## config.mk

```make
export PLATFORM = sky130hd
export DESIGN_NAME = reduce_sequencer
export DESIGN_NICKNAME = d
export VERILOG_FILES = /design/src/rtl/reduce_pkg.sv /design/src/rtl/reduce_chunk.sv /design/src/rtl/reduce_sequencer.sv
export SDC_FILE = /design/constraint.sdc
export NUM_CORES = 1
export LEC_CHECK = 0
export ABC_CLOCK_PERIOD_IN_PS = 1650
export CORE_MARGIN = 5
export CORE_UTILIZATION = 35
export CTS_CLUSTER_SIZE = 16
export DETAILED_ROUTE_END_ITERATION = 8
export HOLD_SLACK_MARGIN = 0.08
export SYNTH_ARGS = -nofsm -noshare
export SYNTH_HDL_FRONTEND = slang
export SYNTH_SLANG_ARGS = --single-unit
```

## constraint.sdc

```tcl
create_clock -name clk -period 1.65 [get_ports clk]
set_input_delay 0.33 -clock clk [delete_from_list [all_inputs] [get_ports clk]]
set_output_delay 0.33 -clock clk [all_outputs]
set_load 0.005 [all_outputs]
```

## src/rtl/reduce_pkg.sv

```systemverilog
// reduce_pkg: shared definitions for the reduce_sequencer block.
//   - op code constants (low two bits select the reduction kind, bit 2 inverts)
//   - controller state encoding
//   - helpers for identity value, dominant value and inversion of an op
package reduce_pkg;

    localparam logic [2:0] OP_AND  = 3'b000;
    localparam logic [2:0] OP_OR   = 3'b001;
    localparam logic [2:0] OP_XOR  = 3'b010;
    localparam logic [2:0] OP_NAND = 3'b100;
    localparam logic [2:0] OP_NOR  = 3'b101;
    localparam logic [2:0] OP_XNOR = 3'b110;

    typedef enum logic [1:0] {
        ST_IDLE = 2'd0,
        ST_RUN  = 2'd1,
        ST_DONE = 2'd2
    } state_t;

    // Kind 2'b11 has no reduction defined.
    function automatic logic op_illegal(input logic [2:0] op);
        return op[1:0] == 2'b11;
    endfunction

    // Accumulator start value: 1 for the AND family, 0 for OR/XOR.
    function automatic logic op_identity(input logic [1:0] kind);
        return kind == OP_AND[1:0];
    endfunction

    // AND and OR families have a value that fixes the result once reached.
    function automatic logic op_has_dominant(input logic [1:0] kind);
        return kind[1] == 1'b0;
    endfunction

    // 0 dominates AND, 1 dominates OR.
    function automatic logic op_dominant(input logic [1:0] kind);
        return kind[0];
    endfunction

    function automatic logic op_inverts(input logic [2:0] op);
        return (op == OP_NAND) || (op == OP_NOR) || (op == OP_XNOR);
    endfunction

endpackage

```

## src/rtl/reduce_chunk.sv

```systemverilog
// reduce_chunk: combinational single-chunk reduction step.
// Ports:
//   chunk     in  CHUNK  operand slice reduced this cycle
//   kind      in  2      reduction kind (op code low bits)
//   acc       in  1      running accumulator
//   acc_next  out 1      accumulator after folding in this chunk
//   exit_now  out 1      accumulator reached the dominant value (early exit)
module reduce_chunk
    import reduce_pkg::*;
#(
    parameter int CHUNK      = 4,
    parameter int EARLY_EXIT = 1
) (
    input  logic [CHUNK-1:0] chunk,
    input  logic [1:0]       kind,
    input  logic             acc,
    output logic             acc_next,
    output logic             exit_now
);

    always_comb begin
        acc_next = acc;
        exit_now = 1'b0;
        case (kind)
            OP_AND[1:0]: acc_next = acc & (&chunk);
            OP_OR[1:0]:  acc_next = acc | (|chunk);
            OP_XOR[1:0]: acc_next = acc ^ (^chunk);
            default:     acc_next = acc;
        endcase
        // Case equality keeps an x accumulator from ever triggering the
        // exit in simulation; synthesis sees an ordinary compare.
        if ((EARLY_EXIT != 0) && op_has_dominant(kind)) begin
            exit_now = (acc_next === op_dominant(kind));
        end
    end

endmodule

```

## src/rtl/reduce_sequencer.sv

```systemverilog
// reduce_sequencer: multi-cycle wide reduction controller.
// Accepts a WIDTH-bit operand and op code, folds one CHUNK-bit slice per
// clock (least-significant first) and returns a 1-bit result.
// Ports:
//   clk, rst_n             clock, asynchronous active-low reset
//   in_valid/in_ready      request handshake
//   in_op, in_data         op code and operand
//   out_valid/out_ready    result handshake
//   out_result             reduction result (inverted for NAND/NOR/XNOR)
//   out_err                op code was illegal
//   out_chunks             chunks consumed, saturating at WIDTH/CHUNK
// WIDTH must be a multiple of CHUNK.
module reduce_sequencer
    import reduce_pkg::*;
#(
    parameter int WIDTH      = 32,
    parameter int CHUNK      = 4,
    parameter int EARLY_EXIT = 1
) (
    input  logic                               clk,
    input  logic                               rst_n,
    input  logic                               in_valid,
    output logic                               in_ready,
    input  logic [2:0]                         in_op,
    input  logic [WIDTH-1:0]                   in_data,
    output logic                               out_valid,
    input  logic                               out_ready,
    output logic                               out_result,
    output logic                               out_err,
    output logic [$clog2(WIDTH/CHUNK):0]       out_chunks
);

    localparam int N  = WIDTH / CHUNK;
    localparam int CW = $clog2(N) + 1;
    localparam logic [CW-1:0] LAST = CW'(N - 1);

    state_t           state_q, state_d;
    logic [2:0]       op_q, op_d;
    logic [WIDTH-1:0] operand_q, operand_d;
    logic             acc_q, acc_d;
    logic [CW-1:0]    cnt_q, cnt_d;
    logic             err_q, err_d;

    logic             acc_next;
    logic             exit_now;

    // The operand register shifts right each RUN cycle, so the current
    // chunk is always the low slice and no wide index mux is needed.
    reduce_chunk #(
        .CHUNK      (CHUNK),
        .EARLY_EXIT (EARLY_EXIT)
    ) u_chunk (
        .chunk    (operand_q[CHUNK-1:0]),
        .kind     (op_q[1:0]),
        .acc      (acc_q),
        .acc_next (acc_next),
        .exit_now (exit_now)
    );

    always_ff @(posedge clk or negedge rst_n) begin
        if (!rst_n) begin
            state_q   <= ST_IDLE;
            op_q      <= OP_AND;
            operand_q <= '0;
            acc_q     <= 1'b0;
            cnt_q     <= '0;
            err_q     <= 1'b0;
        end else begin
            state_q   <= state_d;
            op_q      <= op_d;
            operand_q <= operand_d;
            acc_q     <= acc_d;
            cnt_q     <= cnt_d;
            err_q     <= err_d;
        end
    end

    always_comb begin
        state_d   = state_q;
        op_d      = op_q;
        operand_d = operand_q;
        acc_d     = acc_q;
        cnt_d     = cnt_q;
        err_d     = err_q;
        case (state_q)
            ST_IDLE: begin
                if (in_valid) begin
                    op_d      = in_op;
                    operand_d = in_data;
                    cnt_d     = '0;
                    if (op_illegal(in_op)) begin
                        err_d   = 1'b1;
                        acc_d   = 1'b0;
                        state_d = ST_DONE;
                    end else begin
                        err_d   = 1'b0;
                        acc_d   = op_identity(in_op[1:0]);
                        state_d = ST_RUN;
                    end
                end
            end
            ST_RUN: begin
                acc_d     = acc_next;
                cnt_d     = cnt_q + 1'b1;
                operand_d = operand_q >> CHUNK;
                if ((cnt_q == LAST) || exit_now) begin
                    state_d = ST_DONE;
                end
            end
            ST_DONE: begin
                if (out_ready) begin
                    state_d = ST_IDLE;
                end
            end
            default: state_d = ST_IDLE;
        endcase
    end

    assign in_ready   = (state_q == ST_IDLE);
    assign out_valid  = (state_q == ST_DONE);
    assign out_err    = out_valid & err_q;
    assign out_chunks = out_valid ? cnt_q : '0;
    assign out_result = (out_valid && !err_q) ? (acc_q ^ op_inverts(op_q)) : 1'b0;

endmodule

```

==> Flow_metrics.wiki, run 1 <==
{| class="wikitable"
! Metric !! Value
|-
| Initial cell density of the core || between 30% and 40%
|-
| Clock skew after layout || between 0.006 and 0.007 ns
|-
| Most common flop cell mapped by yosys || sky130_fd_sc_hd__dfrtp_1
|-
| Setup repair after global routing missed its margin || true
|-
| Nets in the synthesized netlist || about 250
|-
| Height of the chip || 88.19 microns
|-
| Highest-count cells in the layout ignoring fill and taps || sky130_fd_sc_hd__dfrtp_1, sky130_fd_sc_hd__nand2_1, sky130_fd_sc_hd__o21ai_0, sky130_fd_sc_hd__clkdlybuf4s50_1, sky130_fd_sc_hd__mux2i_1
|-
| Count of state elements after synthesis || 43
|-
| Final design instance area without fill || between 2000 and 3000 sq um
|-
| Boundary Pins || 47
|-
| Largest vdd supply drop || 0.6499 mV
|-
| Element type at the critical path start || flip-flop
|-
| Global-route congestion overflow total || 0
|-
| Number of placed cells counting well taps || 334
|-
| Number of standard cells after synthesis || 210
|-
| Class of the most critical hold timing path || flip-flop to flip-flop
|-
| RePlAce Congestion || 0.7868
|-
| Row count || 28
|-
| Number of clock sinks || 43
|-
| Cell area after synthesis || 2140 sq um
|-
| Fraction of final layout cells sized beyond drive strength 1 || 15.56%
|-
| Final wirelength || 4.418 mm
|-
| DRT iter0 DRCs || 79
|-
| Count of cell types in the netlist || 30
|-
| Setup violations, final || 0
|-
| Final net count || 313
|-
| First drt pass iteration count || 4
|-
| TritonCTS clock tree || done
|-
| Required time worst endpoint || 1.32 ns
|-
| Syn. warnings || 0
|-
| Detailed-route wire length on metal 1 || 2.039 mm
|-
| Max cap viols || 0
|-
| Top routing layer in use || met4
|-
| Sum of negative setup slack || 0 ns
|-
| Worst rel slew slack || 67.37%
|-
| Number of vias after detailed routing || about 1600
|-
| Worst-case clock buffer depth || 2
|-
| Pin slew with the least headroom to its limit || 0.4894 ns
|-
| Final clock period utilization by the worst path || a little over nine tenths
|-
| Maximum frequency from static timing analysis || 626.8 MHz
|-
| Worst reg2reg setup slack || 0.08 ns
|-
| Outcome || complete, no violations
|-
| Length of routed met3 wiring || 251 microns
|-
| Total count of max-transition violations in the final report || 0
|-
| Part of the Yosys area used for sequential elements || approximately half
|-
| Clock buffers created by TritonCTS || 5
|-
| P per Cell Area || around 1600 nW/um^2
|-
| Overall power after layout || 4.779 mW
|-
| Estimated wirelength of the detail-placed design || 3.303 mm
|-
| Clock Root Buffer || sky130_fd_sc_hd__clkbuf_8
|-
| Most frequent standard cell in the layout excluding fill and tap cells || sky130_fd_sc_hd__dfrtp_1
|-
| Area added between synthesis and finish || 36.84%
|-
| Global-route wire length before repair || 7.521 mm
|-
| Number of remaining DRC errors || 0
|-
| Proportion of register bits with asynchronous set or reset after synthesis || 100.0%
|-
| Count of buffers inserted at the top-level ports || 46
|-
| Post-placement cell area || 2793 sq um
|-
| Vias in the first global route || about 1600
|-
| Count of placed standard cells in the final layout, fillers left out || 345
|-
| X dimension of the die || ~88 microns
|-
| Average vias per placed instance || 4.696
|-
| Final critical-path required period || 1.595 ns
|-
| Detail Route met2 WL || 2.092 mm
|-
| Pin count of the biggest net entering global routing || 43
|-
| Type of the worst setup path || flip-flop to primary output
|-
| Clock-pin slew on the worst setup and hold paths || 0.08 ns
|-
| Clock insertion delay at the later pin of the skew report || slightly below 0.3 ns
|-
| Total number of H-tree levels || 2
|-
| Global-route total usage across every layer || 12.36%
|-
| Final hold violations || 0
|-
| Placeable Area || 5921 sq um
|-
| Antenna violations before repair || 0
|-
| Leakage || 1.300 nW
|-
| WP data arrival || 1.27 ns
|-
| Count of flip-flops with a built-in enable after synthesis || 0
|-
| Worst hold slack || about 0.48 ns
|-
| Final antenna-violating net count || 0
|-
| Ant diodes || 0
|-
| Post-synthesis area per instance || 10.19 sq um
|-
| Endpoint kind of the worst setup timing path || primary output
|-
| Crit Path Max Fanout || 2
|-
| Routed length per instance || 12.81 microns
|-
| Full die area || 7777 sq um
|}
registers in the layout (all words and copies together) (netlist names):
signal     cells
acc_q          1
err_q          1
cnt_q          4
operand_q     32
op_q           3
state_q        2
cell usage after synthesis (2+ instances only):
library cell / number / area share (%)
sky130_fd_sc_hd__o21ai_0: 37 / 8.7
sky130_fd_sc_hd__a21oi_1: 2 / 0.47
sky130_fd_sc_hd__buf_6: 3 / 1.6
sky130_fd_sc_hd__buf_2: 5 / 1.2
sky130_fd_sc_hd__a22o_1: 5 / 2.0
sky130_fd_sc_hd__nand3_1: 2 / 0.47
sky130_fd_sc_hd__dfrtp_1: 43 / 50
sky130_fd_sc_hd__ha_1: 5 / 2.9
sky130_fd_sc_hd__inv_1: 7 / 1.2
sky130_fd_sc_hd__mux2i_1: 28 / 13
sky130_fd_sc_hd__clkbuf_1: 3 / 0.53
sky130_fd_sc_hd__a211oi_1: 2 / 0.70
sky130_fd_sc_hd__nor2b_1: 2 / 0.58
sky130_fd_sc_hd__nor2_1: 3 / 0.53
sky130_fd_sc_hd__nand2_1: 42 / 7.4
sky130_fd_sc_hd__xor2_1: 2 / 0.82
sky130_fd_sc_hd__and2_1: 6 / 1.8
per-stage QoR:
stage                     utilization, %  setup WS, ns
after CTS                          49.37      0.003556
after global placement             47.17      -0.03741
after detailed placement           47.17      -0.04752
final                              49.45       0.05459
after global routing               49.45      -0.06358
after floorplan                        -        0.1325
repair_timing:
item | CTS | global route
pin swaps | 1 | 4
endpoints found under the setup margin | 8 | 9
hold buffers | 1 | 0
endpoints found under the hold margin | 18 | 0
buffers inserted | 1 | 1
gates resized for setup | 17 | 9
per-layer routing:
layer  global-route usage (%)  vias to the layer above
met1                    16.35                      748
met5                        0                        -
met4                    2.473                        0
met2                    20.39                       31
li1                         -                      836
met3                    3.481                        5
final cells by class:
type | count | area [sq um]
fillers | 586 | 2993
flip-flops and latches | 43 | 1076
multi-input cells | 148 | 1003
repair buffers | 64 | 610.6
well taps | 75 | 93.84
clock buffers | 6 | 82.58
clock inverters | 2 | 35.03
inverters | 7 | 26.28
kinds of logic (layout without fill, tap and decap cells):
logic type | Yosys count | in the layout | synth area share [%]
buffers and inverters | 19 | 79 | 4.854
AND/OR/NAND/NOR | 61 | 61 | 13.16
adder cells (fa/ha/maj) | 5 | 5 | 2.924
multiplexers | 28 | 28 | 13.10
AO/OA/AOI/OAI | 51 | 51 | 13.74
flip-flops | 43 | 43 | 50.29
XOR/XNOR | 3 | 3 | 1.930
path summary, 6_finish.rpt:
| kind | start | endpoint | cells past startpoint |
|---|---|---|---|
| min in group asynchronous | rst_n | operand_q[30] | 2 |
| hold / removal | operand_q[20] | operand_q[20] | 2 |
| setup / recovery | op_q[1] | out_result | 5 |
| max in group asynchronous | rst_n | operand_q[16] | 3 |
| hold reg to reg | operand_q[20] | operand_q[20] | 2 |
| setup reg to reg | operand_q[1] | acc_q | 6 |
worst max-delay path, stage by stage (launching register included):
cell and delay (ns):
sky130_fd_sc_hd__dfrtp_1 0.40, sky130_fd_sc_hd__nand2_2 0.08, sky130_fd_sc_hd__nand2_2 0.05, sky130_fd_sc_hd__xor2_1 0.13, sky130_fd_sc_hd__nor3b_1 0.17, sky130_fd_sc_hd__buf_2 0.14
power breakdown:
group,switching [mW],internal (mW),leakage (nW)
combinational,0.980,1.13,0.701
clock,0.357,0.490,0.0612
sequential,0.278,1.55,0.538
total,1.62,3.16,1.30
Power figures use the tool's default switching activity.
==> run 2, diff against run 1 <==
--- a/config.mk
+++ b/config.mk
@@ -14,3 +14,4 @@
 export SYNTH_ARGS = -nofsm -noshare
 export SYNTH_HDL_FRONTEND = slang
 export SYNTH_SLANG_ARGS = --single-unit
+export TNS_END_PERCENT = 5
==> Flow_metrics.wiki, run 2 (synthesis gave the netlist of run 1 again) <==
{| class="wikitable"
! Metric !! Value
|-
| Routed length per instance || 12.78 microns (-0.16%)
|-
| Worst hold slack || 0.4796 ns (-0.000002000 ns)
|-
| P per Cell Area || 1628 nW/um^2 (-0.26%)
|-
| Required time worst endpoint || 1.32 ns (about the same)
|-
| Ant diodes || 0 (unchanged)
|-
| Registers with the highest flip-flop counts || operand_q: 32 flops, cnt_q: 4 flops, op_q: 3 flops
|-
| X dimension of the die || 88.19 microns (unchanged)
|-
| Full die area || 7777 sq um (unchanged)
|-
| Max cap viols || 0 (unchanged)
|-
| Worst-case clock buffer depth || 2 (unchanged)
|-
| Count of buffers inserted at the top-level ports || 46 (unchanged)
|-
| Average vias per placed instance || 4.712 (+0.35%)
|-
| Initial cell density of the core || 36.14% (unchanged)
|-
| Final net count || 312 (-0.32%)
|-
| Count of placed standard cells in the final layout, fillers left out || 344 (-0.29%)
|-
| Pin count of the biggest net entering global routing || 43 (unchanged)
|-
| Slowest stage delay, CP || 0.40 ns (about the same)
|-
| Clock skew after layout || 0.006186 ns (-0.00004833 ns)
|-
| Clock Root Buffer || sky130_fd_sc_hd__clkbuf_8
|-
| DRT iter0 DRCs || 83 (+5.1%)
|-
| CP most frequent cell || sky130_fd_sc_hd__nand2_2
|-
| Leakage || 1.295 nW (-0.42%)
|-
| Placeable Area || 5921 sq um (unchanged)
|-
| Area added between synthesis and finish || 35.91%
|-
| Number of vias after detailed routing || 1621 (+0.062%)
|-
| Global-route congestion overflow total || 0 (unchanged)
|-
| Row count || 28 (unchanged)
|-
| WP data arrival || 1.28 ns (about the same)
|-
| Element type at the critical path start || flip-flop
|-
| Post-placement cell area || 2793 sq um (unchanged)
|-
| Global-route total usage across every layer || 12.36% (unchanged)
|-
| Final hold violations || 0 (unchanged)
|-
| Vias in the first global route || 1648 (unchanged)
|-
| Sum of negative setup slack || 0 ns (unchanged)
|-
| Total count of max-transition violations in the final report || 0 (unchanged)
|-
| Worst reg2reg setup slack || 0.04 ns (-0.04 ns)
|-
| Setup WS pre-CTS || -0.04752 ns (unchanged)
|-
| Estimated wirelength of the detail-placed design || 3.303 mm (unchanged)
|-
| Height of the chip || 88.19 microns (unchanged)
|-
| Final wirelength || 4.398 mm (-0.45%)
|-
| PnR worst setup slack || 0.04231 ns (-0.01229 ns)
|-
| Largest vdd supply drop || 0.6501 mV (about the same)
|-
| Setup violations, final || 0 (unchanged)
|-
| Number of flip-flops in the largest register || 32 (unchanged)
|-
| Clock-pin slew on the worst setup and hold paths || 0.08 ns (about the same)
|-
| Number of placed cells counting well taps || 334 (unchanged)
|-
| Total number of H-tree levels || 2 (unchanged)
|-
| Fraction of final layout cells sized beyond drive strength 1 || 14.87% (-0.69 points)
|-
| Cell-by-cell listing of the critical path || nand2_2 -> nand2_2 -> xor2_1 -> nor3b_1 -> buf_2
|-
| Boundary Pins || 47 (unchanged)
|-
| Antenna violations before repair || 0 (unchanged)
|-
| Outcome || complete, no violations
|-
| Worst-path cell with the longest stage delay || sky130_fd_sc_hd__dfrtp_1
|-
| Type of the worst setup path || flip-flop to primary output
|-
| Number of clock sinks || 43 (unchanged)
|-
| Global-route wire length before repair || 7.521 mm (unchanged)
|-
| Class of the most critical hold timing path || flip-flop to flip-flop
|-
| Most flops, register || operand_q
|-
| First drt pass iteration count || 4 (unchanged)
|-
| Clock insertion delay at the later pin of the skew report || 0.29 ns (about the same)
|-
| Highest-count cells in the layout ignoring fill and taps || sky130_fd_sc_hd__dfrtp_1, sky130_fd_sc_hd__nand2_1, sky130_fd_sc_hd__o21ai_0, sky130_fd_sc_hd__clkdlybuf4s50_1, sky130_fd_sc_hd__mux2i_1
|-
| Final antenna-violating net count || 0 (unchanged)
|-
| Clock buffers created by TritonCTS || 5 (unchanged)
|-
| Pin slew with the least headroom to its limit || 0.4877 ns (-0.001735 ns)
|-
| Endpoint kind of the worst setup timing path || primary output
|-
| Most frequent standard cell in the layout excluding fill and tap cells || sky130_fd_sc_hd__dfrtp_1
|-
| Maximum frequency from static timing analysis || 622.0 MHz (-0.76%)
|-
| RePlAce Congestion || 0.7868 (unchanged)
|-
| Setup repair after global routing missed its margin || true
|-
| Worst rel slew slack || 67.49% (+0.12 points)
|-
| Number of remaining DRC errors || 0 (unchanged)
|-
| Final clock period utilization by the worst path || 97.44% (+0.74 points)
|-
| TritonCTS clock tree || done
|-
| Final design instance area without fill || 2908 sq um (-0.68%)
|-
| Crit Path Max Fanout || 2 (unchanged)
|-
| Final critical-path required period || 1.608 ns (+0.01229 ns)
|}
==> run 2: cell count changes in the layout (fill, tap and decap cells not counted) <==
cell | previous run | this run
sky130_fd_sc_hd__buf_4 | 13 | 12
sky130_fd_sc_hd__ha_1 | 4 | 5
sky130_fd_sc_hd__ha_4 | 1 | 0
==> run 2: path summary, 6_finish.rpt <==
| check | start | end | depth (start not counted) |
|---|---|---|---|
| worst max-delay path | op_q[1] | out_result | 5 |
| worst min-delay path | operand_q[20] | operand_q[20] | 2 |
| worst max register to register | operand_q[3] | acc_q | 6 |
| worst min register to register | operand_q[20] | operand_q[20] | 2 |
| max in group asynchronous | rst_n | operand_q[16] | 3 |
| min in group asynchronous | rst_n | operand_q[30] | 2 |
==> run 2: metal layers <==
layer / part of all wire, % / GRT usage (%)
met1: 45 / 16.35
met2: 48 / 20.39
met3: 6.2 / 3.481
met4: 0.82 / 2.473
met5: 0 / 0
==> run 2: worst max-delay path: cells and delay by family (launching register included) <==
family / cells / cell delay, ns
flip-flops: 1 / 0.40
AND/OR/NAND/NOR: 3 / 0.31
XOR/XNOR: 1 / 0.13
buffers and inverters: 1 / 0.14
==> run 2: layout make-up <==
type | count | area [sq um]
fill | 587 | 3013
sequential | 43 | 1076
multi-input combinational | 148 | 991.0
timing repair buffer | 63 | 603.1
tap | 75 | 93.84
clock buffer | 6 | 82.58
clock inverter | 2 | 35.03
inverter | 7 | 26.28
==> run 2: through the flow <==
step	power, mW	util, %
after floorplan	3.137	-
after global placement	3.906	47.17
after detailed placement	3.963	47.17
after CTS	4.804	49.47
after global routing	5.168	49.11
final	4.734	49.11
==> run 2: repair_timing <==
action                                  in CTS  in global routing
endpoints found under the setup margin       8                  9
hold buffers                                 1                  0
pin swaps                                    0                  3
resized for setup                           16                  9
cloned                                       0                  0
endpoints found under the hold margin       18                  0
buffers inserted                             1                  0
==> run 2: report_power, final <==
group / total, mW / switching (mW) / internal (mW)
logic: 2.06 / 0.961 / 1.10
registers: 1.83 / 0.283 / 1.55
clock network: 0.846 / 0.357 / 0.490
total: 4.73 / 1.60 / 3.13
==> run 3, diff against run 2 <==
--- a/config.mk
+++ b/config.mk
@@ -6,7 +6,6 @@
 export NUM_CORES = 1
 export LEC_CHECK = 0
 export ABC_CLOCK_PERIOD_IN_PS = 1650
-export CORE_MARGIN = 5
 export CORE_UTILIZATION = 35
 export CTS_CLUSTER_SIZE = 16
 export DETAILED_ROUTE_END_ITERATION = 8
==> Flow_metrics.wiki, run 3 (synthesis gave the netlist of run 1 again) <==
{| class="wikitable"
! Metric !! Value
|-
| Height of the chip || 80.19 microns (-9.1%)
|-
| Sum of negative setup slack || 0 ns (unchanged)
|-
| Number of fill cells || 579 (-1.4%)
|-
| Final net count || 313 (+0.32%)
|-
| Vias in the first global route || 1528 (-7.3%)
|-
| Total count of max-transition violations in the final report || 0 (unchanged)
|-
| Worst-case clock buffer depth || 2 (unchanged)
|-
| Maximum frequency from static timing analysis || 612.6 MHz (-1.5%)
|-
| Placeable Area || 5921 sq um (unchanged)
|-
| Pin slew with the least headroom to its limit || 0.3383 ns (-0.1494 ns)
|-
| TritonCTS clock tree || done
|-
| Setup repair after global routing missed its margin || true
|-
| Final hold violations || 0 (unchanged)
|-
| Count of buffers inserted at the top-level ports || 46 (unchanged)
|-
| Largest vdd supply drop || 0.6601 mV (+1.5%)
|-
| RePlAce Congestion || 0.6965 (-11%)
|-
| Registers with the highest flip-flop counts || operand_q: 32 flops, cnt_q: 4 flops, op_q: 3 flops
|-
| Final core utilization || 48.99% (-0.13 points)
|-
| Estimated wirelength of the detail-placed design || 3.128 mm (-5.3%)
|-
| X dimension of the die || 80.19 microns (-9.1%)
|-
| Number of clock sinks || 43 (unchanged)
|-
| Most flops, register || operand_q
|-
| Number of remaining DRC errors || 0 (unchanged)
|-
| Area added between synthesis and finish || 35.56%
|-
| P per Cell Area || 1583 nW/um^2 (-2.7%)
|-
| Boundary Pins || 47 (unchanged)
|-
| Clock buffers created by TritonCTS || 5 (unchanged)
|-
| Final wirelength || 4.361 mm (-0.84%)
|-
| Count of placed standard cells in the final layout, fillers left out || 345 (+0.29%)
|-
| Max cap viols || 0 (unchanged)
|-
| Element type at the critical path start || flip-flop
|-
| Pin count of the biggest net entering global routing || 44 (+2.3%)
|-
| Clock insertion delay at the later pin of the skew report || 0.29 ns (about the same)
|-
| Worst rel slew slack || 77.45% (+10 points)
|-
| Fraction of final layout cells sized beyond drive strength 1 || 15.19% (+0.32 points)
|-
| Ant diodes || 0 (unchanged)
|-
| WP data arrival || 1.30 ns (+0.02 ns)
|-
| Average vias per placed instance || 4.733 (+0.45%)
|-
| Initial cell density of the core || 36.14% (unchanged)
|-
| DRT iter0 DRCs || 74 (-11%)
|-
| Highest-count cells in the layout ignoring fill and taps || sky130_fd_sc_hd__dfrtp_1, sky130_fd_sc_hd__nand2_1, sky130_fd_sc_hd__o21ai_0, sky130_fd_sc_hd__clkdlybuf4s50_1, sky130_fd_sc_hd__mux2i_1
|-
| Final antenna-violating net count || 0 (unchanged)
|-
| Crit Path Max Fanout || 5 (+3)
|-
| Global-route wire length before repair || 7.334 mm (-2.5%)
|-
| Clock skew after layout || 0.004154 ns (-0.002031 ns)
|-
| Clock-pin slew on the worst setup and hold paths || 0.08 ns (about the same)
|-
| Required time worst endpoint || 1.32 ns (about the same)
|-
| Antenna violations before repair || 0 (unchanged)
|-
| Full die area || 6430 sq um (-17%)
|-
| Outcome || complete, no violations
|-
| Number of placed cells counting well taps || 334 (unchanged)
|-
| Global-route congestion overflow total || 0 (unchanged)
|-
| Worst hold slack || 0.4642 ns (-0.01547 ns)
|-
| Most frequent standard cell in the layout excluding fill and tap cells || sky130_fd_sc_hd__dfrtp_1
|-
| Worst reg2reg setup slack || 0.08 ns (+0.04 ns)
|-
| Clock Root Buffer || sky130_fd_sc_hd__clkbuf_8
|-
| Global-route total usage across every layer || 15.17% (+2.8 points)
|-
| Final clock period utilization by the worst path || 98.93% (+1.5 points)
|-
| Type of the worst setup path || flip-flop to primary output
|-
| Number of vias after detailed routing || 1633 (+0.74%)
|-
| Setup violations, final || 0 (unchanged)
|-
| Class of the most critical hold timing path || input port to async pin
|-
| Number of flip-flops in the largest register || 32 (unchanged)
|-
| Final critical-path required period || 1.632 ns (+0.02460 ns)
|-
| Row count || 28 (unchanged)
|-
| Overall power after layout || 4.592 mW (-3.0%)
|-
| Endpoint kind of the worst setup timing path || primary output
|-
| Routed length per instance || 12.64 microns (-1.1%)
|-
| Leakage || 1.286 nW (-0.64%)
|-
| First drt pass iteration count || 4 (unchanged)
|-
| Total number of H-tree levels || 2 (unchanged)
|-
| Depth of the worst register-to-register path || 6 (unchanged)
|}
==> run 3: final timing paths <==
kind	startpoint	to
hold reg to reg	operand_q[6]	operand_q[6]
hold / removal	rst_n	cnt_q[1]
setup reg to reg	operand_q[2]	acc_q
min in group clk	operand_q[6]	operand_q[6]
max in group asynchronous	rst_n	operand_q[15]
setup / recovery	state_q[1]	out_chunks[2]
==> run 3: metrics by stage <==
step | worst slack (ns) | instance area [sq um]
finish | 0.01771 | 2900
global placement | -0.01930 | 2793
global route | -0.04139 | 2900
detailed placement | -0.04602 | 2793
floorplan | 0.1325 | 2140
CTS | -0.1085 | 2888
==> run 3: cell type report <==
class / count / area (sq um) / area share (%)
Sequential cell: 43 / 1076 / 37.10
Multi-Input combinational cell: 148 / 1007 / 34.73
Timing Repair Buffer: 64 / 615.6 / 21.23
Tap cell: 75 / 93.84 / 3.236
Clock buffer: 7 / 76.32 / 2.632
Inverter: 7 / 26.28 / 0.9060
Clock inverter: 1 / 5.005 / 0.1726
==> run 3: timing repair <==
action                                 4_1_cts  5_1_grt
endpoints found under the hold margin       11        0
resized for setup                           12       18
hold buffers                                 1        0
setup buffers                                1        1
setup endpoints to repair                    8        9
==> run 3: per-layer routing <==
metal,global-route usage (%),part of all wire (%),vias up
met5,0,0,-
met4,4.286,0.71,0
met3,4.205,4.3,4
met2,22.82,46,34
met1,21.25,48,759
li1,-,-,836
==> run 3: power breakdown <==
part | internal [mW] | switching [mW]
Sequential | 1.55 | 0.285
Clock | 0.297 | 0.343
Combinational | 1.14 | 0.984
Total | 2.98 | 1.61
==> run 3: critical path, cell delays in order, from the launching register on <==
cell                       delay, ns
sky130_fd_sc_hd__dfrtp_1        0.38
sky130_fd_sc_hd__nor2b_4        0.13
sky130_fd_sc_hd__buf_6          0.12
sky130_fd_sc_hd__buf_4          0.12
sky130_fd_sc_hd__and2_1         0.15
sky130_fd_sc_hd__clkbuf_2       0.11
